`src/rtl/mem_stage_pkg.sv`:
```
// Shared definitions for the memory stage.
// Load/store widths, FSM encoding and datapath width.
package mem_stage_pkg;

   localparam int XLEN = 64;

   localparam logic [2:0] F3_B  = 3'b000;
   localparam logic [2:0] F3_H  = 3'b001;
   localparam logic [2:0] F3_W  = 3'b010;
   localparam logic [2:0] F3_D  = 3'b011;
   localparam logic [2:0] F3_BU = 3'b100;
   localparam logic [2:0] F3_HU = 3'b101;
   localparam logic [2:0] F3_WU = 3'b110;

   typedef enum logic {
      ST_IDLE = 1'b0,
      ST_BUSY = 1'b1
   } mem_state_t;

   // Natural alignment check; funct3[1:0] encodes the access size.
   function automatic logic is_aligned(input logic [2:0] f3,
                                       input logic [2:0] off);
      logic ok;
      ok = 1'b1;
      unique case (f3[1:0])
         2'b00: ok = 1'b1;
         2'b01: ok = (off[0] == 1'b0);
         2'b10: ok = (off[1:0] == 2'b00);
         2'b11: ok = (off == 3'b000);
         default: ok = 1'b1;
      endcase
      return ok;
   endfunction

endpackage

```
`src/rtl/mem_load_align.sv`:
```
// Load lane select and sign/zero extension.
// Picks the addressed bytes out of an aligned word.
module mem_load_align #(
   parameter int XLEN = mem_stage_pkg::XLEN
) (
   input  logic [XLEN-1:0] rdata,
   input  logic [2:0]      off,
   input  logic [2:0]      funct3,
   output logic [XLEN-1:0] data
);
   import mem_stage_pkg::*;

   logic [XLEN-1:0] lane;

   assign lane = rdata >> {off, 3'b000};

   // Extend the selected lane; 011 and 111 pass the full word.
   always_comb begin
      data = lane;
      unique case (funct3)
         F3_B:  data = {{(XLEN-8){lane[7]}}, lane[7:0]};
         F3_H:  data = {{(XLEN-16){lane[15]}}, lane[15:0]};
         F3_W:  data = {{(XLEN-32){lane[31]}}, lane[31:0]};
         F3_BU: data = {{(XLEN-8){1'b0}}, lane[7:0]};
         F3_HU: data = {{(XLEN-16){1'b0}}, lane[15:0]};
         F3_WU: data = {{(XLEN-32){1'b0}}, lane[31:0]};
         default: data = lane;
      endcase
   end

endmodule

```
`src/rtl/mem_stage.sv`:
```
// Memory stage: loads/stores over req/ready, branch redirect,
// and the registered write-back bundle.
module mem_stage #(
   parameter int XLEN   = mem_stage_pkg::XLEN,
   parameter int STRB_W = XLEN / 8
) (
   input  logic              CLK,
   input  logic              RST_N,
   input  logic [XLEN-1:0]   alu_res,
   input  logic              alu_wb_en,
   input  logic [4:0]        rd_i,
   input  logic              load_flag_i,
   input  logic              mem_en_i,
   input  logic [XLEN-1:0]   store_data_i,
   input  logic [2:0]        funct3_i,
   input  logic              branch_flag_i,
   input  logic [XLEN-1:0]   branch_offset_i,
   input  logic [XLEN-1:0]   PC_i,
   output logic              dmem_req,
   output logic              dmem_we,
   output logic [XLEN-1:0]   dmem_addr,
   output logic [XLEN-1:0]   dmem_wdata,
   output logic [STRB_W-1:0] dmem_wstrb,
   input  logic              dmem_ready,
   input  logic [XLEN-1:0]   dmem_rdata,
   output logic [XLEN-1:0]   wb_data,
   output logic              wb_en,
   output logic [4:0]        wb_rd,
   output logic              redirect_valid,
   output logic [XLEN-1:0]   redirect_pc,
   output logic              misalign,
   output logic              stall
);
   import mem_stage_pkg::*;

   mem_state_t      state;
   logic [2:0]      funct3_q;
   logic [4:0]      rd_q;
   logic            load_q;
   logic [2:0]      off;
   logic            aligned;
   logic            start;
   logic [STRB_W-1:0] strb_base;
   logic [XLEN-1:0] ld_data;

   assign off     = alu_res[2:0];
   assign aligned = is_aligned(funct3_i, off);
   assign start   = mem_en_i & ~branch_flag_i & aligned;

   // Base byte-enable pattern for the store size, before lane shift.
   always_comb begin
      strb_base = '0;
      unique case (funct3_i[1:0])
         2'b00: strb_base = STRB_W'(8'h01);
         2'b01: strb_base = STRB_W'(8'h03);
         2'b10: strb_base = STRB_W'(8'h0F);
         2'b11: strb_base = STRB_W'(8'hFF);
         default: strb_base = '0;
      endcase
   end

   // Upstream freezes while a request is being launched or pending.
   always_comb begin
      stall = 1'b0;
      if (state == ST_IDLE)
         stall = start;
      else
         stall = ~dmem_ready;
   end

   mem_load_align #(.XLEN(XLEN)) u_align (
      .rdata  (dmem_rdata),
      .off    (dmem_addr[2:0]),
      .funct3 (funct3_q),
      .data   (ld_data)
   );

   // Two-state request FSM with registered outputs.
   always_ff @(posedge CLK) begin
      if (!RST_N) begin
         state          <= ST_IDLE;
         funct3_q       <= '0;
         rd_q           <= '0;
         load_q         <= 1'b0;
         dmem_req       <= 1'b0;
         dmem_we        <= 1'b0;
         dmem_addr      <= '0;
         dmem_wdata     <= '0;
         dmem_wstrb     <= '0;
         wb_data        <= '0;
         wb_en          <= 1'b0;
         wb_rd          <= '0;
         redirect_valid <= 1'b0;
         redirect_pc    <= '0;
         misalign       <= 1'b0;
      end else begin
         redirect_valid <= 1'b0;
         misalign       <= 1'b0;
         unique case (state)
            ST_IDLE: begin
               if (branch_flag_i || !mem_en_i) begin
                  wb_data <= alu_res;
                  wb_rd   <= rd_i;
                  wb_en   <= alu_wb_en & ~branch_flag_i & (rd_i != 5'd0);
                  if (branch_flag_i && alu_res[0]) begin
                     redirect_valid <= 1'b1;
                     redirect_pc    <= PC_i + branch_offset_i;
                  end
               end else if (aligned) begin
                  wb_en      <= 1'b0;
                  funct3_q   <= funct3_i;
                  rd_q       <= rd_i;
                  load_q     <= load_flag_i;
                  dmem_req   <= 1'b1;
                  dmem_we    <= ~load_flag_i;
                  dmem_addr  <= alu_res;
                  dmem_wdata <= store_data_i << {off, 3'b000};
                  dmem_wstrb <= load_flag_i ? '0 : (strb_base << off);
                  state      <= ST_BUSY;
               end else begin
                  wb_en    <= 1'b0;
                  misalign <= 1'b1;
               end
            end
            ST_BUSY: begin
               wb_en <= 1'b0;
               if (dmem_ready) begin
                  dmem_req <= 1'b0;
                  state    <= ST_IDLE;
                  if (load_q) begin
                     wb_en   <= (rd_q != 5'd0);
                     wb_data <= ld_data;
                     wb_rd   <= rd_q;
                  end
               end
            end
            default: state <= ST_IDLE;
         endcase
      end
   end

endmodule

```
`config.mk`:
```
export PLATFORM = sky130hd
export DESIGN_NAME = mem_stage
export DESIGN_NICKNAME = d
export VERILOG_FILES = /design/src/rtl/mem_stage_pkg.sv /design/src/rtl/mem_load_align.sv /design/src/rtl/mem_stage.sv
export SDC_FILE = /design/constraint.sdc
export NUM_CORES = 1
export LEC_CHECK = 0
export CORE_MARGIN = 10
export CORE_UTILIZATION = 38
export DETAILED_ROUTE_END_ITERATION = 12
export GPL_TIMING_DRIVEN = 1
export PLACE_DENSITY_LB_ADDON = 0.05
export SLEW_MARGIN = 5
export SYNTH_ARGS = -nofsm -noshare
export SYNTH_HDL_FRONTEND = slang
export SYNTH_SLANG_ARGS = --single-unit
```
`constraint.sdc`:
```
create_clock -name CLK -period 3.65 [get_ports CLK]
set_input_delay 0.365 -clock CLK [delete_from_list [all_inputs] [get_ports CLK]]
set_output_delay 0.365 -clock CLK [all_outputs]
set_load 0.05 [all_outputs]
```
* After elaboration in Yosys (flattened, before gate mapping) *
Index checks and enable logic that the tools add are counted.

word-level totals
  register bits after elaboration = 284
  input port bits = 335
  output and inout port bits = 275
  logic and storage cells = 85

cells by class
  $add $sub $neg = 1
  eq/ne operators = 13
  shift operators = 3
  multiplexer cells = 27
  bitwise gates (word level) = 11
  reduce and logical (&&, ||, !) cells = 15

operators by type and width
  operator              number
  $pmux W64 S6          1
  $mux W64              3
  $pmux W64 S2          1
  $add A64 B64 Y64      1
  $shl A64 B6 Y64       1
  $shr A64 B6 Y64       1
  $pmux W8 S4           1
  $mux W5               3
  $mux W1               12
  $reduce_and A3 Y1     4
  $pmux W5 S2           1
  $reduce_bool A5 Y1    2
  $eq A3 B3 Y1 const B  3
  $mux W8               1
  $shl A8 B3 Y8         1
  $not A1 Y1            7
  $logic_not A3 Y1      2
  $ne A2 B2 Y1 const B  3
  $pmux W1 S2           3
  $reduce_or A3 Y1      2
  $and A1 B1 Y1         4
  $eq A2 B2 Y1 const B  2
  $logic_not A2 Y1      2
  $ne A2 B1 Y1 const B  2
  7 further kinds       7

* Logic depth before layout (Yosys ltp) *
  depth after elaboration = 5
  depth in mapped cells = 13
  gate-level depth less buffers = 11

* Modules after synthesis *
Synthesis repeated with hierarchy kept, for this count alone.

unflattened totals
  cells, all modules = 2,276
  area total of the unflattened synthesis = 18,612.9 µm²

by module, submodules not included
  module          instances  cells an instance  area an instance (µm²)  seq. area each (µm²)
  mem_stage       1          1,983              16,274.4                5,685.5
  mem_load_align  1          293                2,338.5                 0.0

* Worst setup path after synthesis *
Ideal clock, no wire load.

  path kind = input to register
  start = input branch_offset_i[0]
  end = register redirect_pc[60]
  setup time = 0.063 ns
  arrival time = 2.738 ns
  required time = 3.587 ns
  setup slack = 0.849 ns
  stages on the path = 11
  buffers on the path = 0
  path through = ha_1 > fa_1 > a21oi_1 > o21ai_2 > a211o_2 > a21boi_2 > o41a_1 > o21a_1 > nor4_1 > or3_1 > nand3_1

between the ends
  word-level cells in the longest chain between the ends = 1

RTL lines
  what                    RTL line          text
  start: declaration      mem_stage.sv:17   input logic [XLEN-1:0] branch_offset_i,
  $add A64 B64 Y64        mem_stage.sv:107  redirect_pc <= PC_i + branch_offset_i;
  end signal: assignment  mem_stage.sv:107
  end: declaration        mem_stage.sv:30   output logic [XLEN-1:0] redirect_pc,

No other way between the ends.
A chain may end at the register's enable or synchronous reset.

* Worst setup path after layout *
  start = register dmem_addr[0]
  end = register wb_data[41]

between the ends
  word-level cells in the longest chain between the ends = 5

RTL lines
  what                      RTL line              text
  start: declaration        mem_stage.sv:21       output logic [XLEN-1:0] dmem_addr,
  start signal: assignment  mem_stage.sv:116      dmem_addr <= alu_res;
  $shr A64 B6 Y64           mem_load_align.sv:15  assign lane = rdata >> {off, 3'b000};
  $pmux W64 S6              mem_load_align.sv:20  unique case (funct3)
  $mux W64                  mem_stage.sv:130      if (load_q) begin
  $mux W64                  mem_stage.sv:127      if (dmem_ready) begin
  $pmux W64 S2              mem_stage.sv:99       unique case (state)
  end signal: assignment    mem_stage.sv:102      wb_data <= alu_res;
  end signal: assignment    mem_stage.sv:132      wb_data <= ld_data;
  end: declaration          mem_stage.sv:26       output logic [XLEN-1:0] wb_data,

No other way between the ends. The select of a mux whose other input is x is not followed.

==> results.py <==
metrics = {
    "status": {
        "status": "finished, final reports clean",
    },
    "timing": {
        "max_freq_mhz": 298,
        "finalHoldViolations": 0,
        "grt_setup_unrepaired": "false",
        "drv_slew": 0,
        "fin_crit_sh_pct": 91.8,
        "finalCriticalPeriod_ns": 3.35,
        "setup_viol": 0,
        "clock_skew_ns": 0.0173,
        "fin_setup_tns_ns": 0,
        "worstMarginPinSlew_ns": 1.31,
        "slew_headroom_pct": 13.0,
    },
    "cts": {
        "clock_sinks": 284,
        "cts_tree": "yes",
        "postCtsSetupBuffers": 0,
        "root_buffer": "clkbuf_16",
        "path_clk_slew_ns": 0.06,
        "clk-insertion-delay-late_ns": 0.56,
        "clock_path_buffers": 3,
        "cts_hold_buf": 0,
        "cts_buffers": 36,
        "htreeDepth": 2,
    },
    "setup_path": {
        "slowest_delay_ns": 0.89,
        "critPathSlowestCell": "or2_1",
        "cp-end-kind": "register",
        "crit_arrival_ns": 3.80,
        "crit_buf_inv": 1,
        "path_class": "reg -> reg",
        "crit_family": "compound AO/OA/AOI/OAI gates",
        "path_cells": "buf_4 > o21ai_1 > o21a_1 > a2111oi_4 > nand2b_1 > or2_1 > o221ai_1 > a21oi_1",
        "ff2ff_setup_slack_ns": 0.30,
        "critPathMaxFanout": 36,
        "cp_data_required_time_ns": 4.10,
        "cp-start-kind": "register",
    },
    "synth": {
        "ys_types": 70,
        "ys_seq_elements": 284,
        "synth_top_cell_area_share_pct": 32.2,
        "synth.most_common_cell": "nand2_1",
        "synth_edf_count": 0,
        "netlist_area_sq_mm": 0.0177,
        "postSynthAreaPerCell_sq_um": 7.59,
        "synth_ff_type": "dfxtp_1",
        "syn_nets": 2728,
        "async_flop_share_pct": 0,
        "yosys_warnings": 0,
        "synth_area_leaders": "dfxtp_1 32%, a21oi_1 9.7%, nand2_1 8.6%, ha_1 4.5%, mux2i_1 4.4%",
        "synth_top_cell_by_area": "dfxtp_1",
        "synth_commonest_cells": "407 x nand2_1, 344 x a21oi_1, 284 x dfxtp_1",
        "syn_inst": 2329,
        "synth_seq_area_share_pct": 32.2,
    },
    "die": {
        "fp.coreArea_sq_mm": 0.0457,
        "die_x_um": 236,
        "io_pins": 610,
        "initial_utilization_pct": 38.7,
        "row_count": 78,
        "die_area_sq_mm": 0.0555,
        "die_h_um": 236,
    },
    "worst_hold_path": {
        "hp-class": "in -> reg",
    },
    "pwr": {
        "power.switching_w": 0.00352,
        "p_leak_nw": 9.40,
        "p_clk_share_pct": 37.3,
        "p_comb_share_pct": 30.0,
        "p_int_w": 0.00684,
        "p_sw_share_pct": 34.0,
        "finalPower_w": 0.0104,
        "power_density_mw_per_mm2": 404,
        "seqPwrFrac_pct": 32.6,
        "vdd_ir_drop_max_v": 0.000330,
    },
    "routing": {
        "drt_iter0_markers": 1679,
        "wl_per_cell_um": 24.7,
        "wl_um": 86100,
        "final_antenna_net_count": 0,
        "dr_total_vias": 20049,
        "drcViolationCount": 0,
        "via_per_inst": 5.75,
        "drt_pre_antenna_iters": 6,
    },
    "grt": {
        "grt_usage_pct": 29.1,
        "use_met1_pct": 33.7,
        "antenna_found_initial": 14,
        "grt_pass1_wl_um": 127000,
        "busiest_layer": "met2",
        "overflow": 0,
        "grt_max_degree": 191,
        "grt_pass1_vias": 19704,
        "grt.met2_usage_pct": 49.7,
        "grtUsageMet3_pct": 8.59,
    },
    "placement": {
        "placed_cell_area_sq_mm": 0.0244,
        "portBuffers": 609,
        "dp.final_hpwl_um": 66700,
        "place_congestion": 0.981,
    },
    "cells_and_area": {
        "fin_nets": 3252,
        "final_cell_area_sq_mm": 0.0256,
        "syn_to_final_growth_pct": 45.1,
        "fillCellCount": 4351,
        "drive_gt1_share_pct": 7.57,
        "seq_area_sq_mm": 0.00569,
        "multi_input_area_sq_mm": 0.0111,
        "postLayoutCoreUtil_pct": 56.1,
    },
    "job": {
        "cap_violations": 0,
    },
}
tightest hold or removal path, stage by stage:
cell and delay (ns):
buf_2 0.19, nand2_1 0.09, a21oi_1 0.06
cells by family (layout without fill, tap and decap cells):
| family | count (synthesis) | after routing | share of synthesized area, % |
|---|---|---|---|
| AOI/OAI and AO/OA | 718 | 718 | 25.0 |
| xor gates and xnor gates | 45 | 45 | 2.23 |
| adders and majority gates | 64 | 64 | 4.58 |
| buffers and inverters | 229 | 779 | 5.10 |
| DFF | 284 | 284 | 32.2 |
| muxes | 143 | 143 | 9.84 |
| other | 0 | 7 | 0 |
| and+or+nand+nor | 846 | 846 | 21.1 |
registers in the layout, summed over array words and instances (netlist names):
name and flops:
wb_rd 5, wb_data 64, state 1, dmem_we 1
redirect_pc 64, dmem_wstrb 8, redirect_valid 1, misalign 1
dmem_addr 64, load_q 1, dmem_wdata 64, wb_en 1
funct3_q 3, rd_q 5, dmem_req 1
routing by layer:
layer | vias up | share of wire, %
met2 | 831 | 49
met4 | 16 | 3.4
met1 | 9614 | 39
met5 | - | 0.12
met3 | 153 | 8.3
li1 | 9435 | -
power by group through the flow:
stage	Sequential (W)	Clock [W]	Combinational, W
after detailed placement	0.00344	0	0.00308
after CTS	0.00338	0.00394	0.00310
final	0.00338	0.00386	0.00311
after global routing	0.00340	0.00404	0.00331
after global placement	0.00344	0	0.00307
after floorplan	0.00401	0	0.00123
through the flow:
stage	setup slack, ns	instances	hold slack, ns
2_1_floorplan	0.849	2329	0.437
3_3_place_gp	-0.306	3415	0.439
3_5_place_dp	-0.483	3415	0.443
4_1_cts	0.0886	3479	0.172
5_1_grt	0.0159	3485	0.217
6_report	0.300	3486	0.201
cells in the final DEF, fill, tap and decap left out, drive strengths merged, types with 37 or more instances in the layout:
| cell | Yosys | routed |
|---|---|---|
| a21oi | 344 | 344 |
| buf | 34 | 76 |
| clkbuf | 160 | 49 |
| clkdlybuf4s50 | 0 | 604 |
| dfxtp | 284 | 284 |
| ha | 63 | 63 |
| inv | 34 | 37 |
| mux2 | 46 | 46 |
| mux2i | 77 | 77 |
| nand2 | 407 | 407 |
| nand3 | 52 | 52 |
| nor2 | 201 | 201 |
| o211ai | 43 | 43 |
| o21ai | 104 | 104 |
| o221ai | 53 | 53 |
what timing repair did:
| item | 4_1_cts | 5_1_grt |
|---|---|---|
| gates resized for setup | 0 | 1 |
| endpoints found under the setup margin | 0 | 7 |
| hold endpoints to repair | 0 | 0 |
layout make-up:
type	instances	share of cell area, %
multi-input combinational	1816	43.4
timing repair buffer	680	26.0
sequential	284	22.2
clock buffer	49	4.02
tap	600	2.93
clock inverter	15	0.850
inverter	35	0.542
antenna	7	0.0684
path summary, 6_finish.rpt:
| check | start | endpoint | depth (start not counted) |
|---|---|---|---|
| worst min-delay path | alu_res[2] | dmem_addr[2] | 3 |
| worst max-delay path | dmem_addr[0] | wb_data[41] | 8 |
| worst max register to register | dmem_addr[0] | wb_data[41] | 8 |
| worst min register to register | redirect_pc[18] | redirect_pc[18] | 2 |
Power figures use the tool's default switching activity.
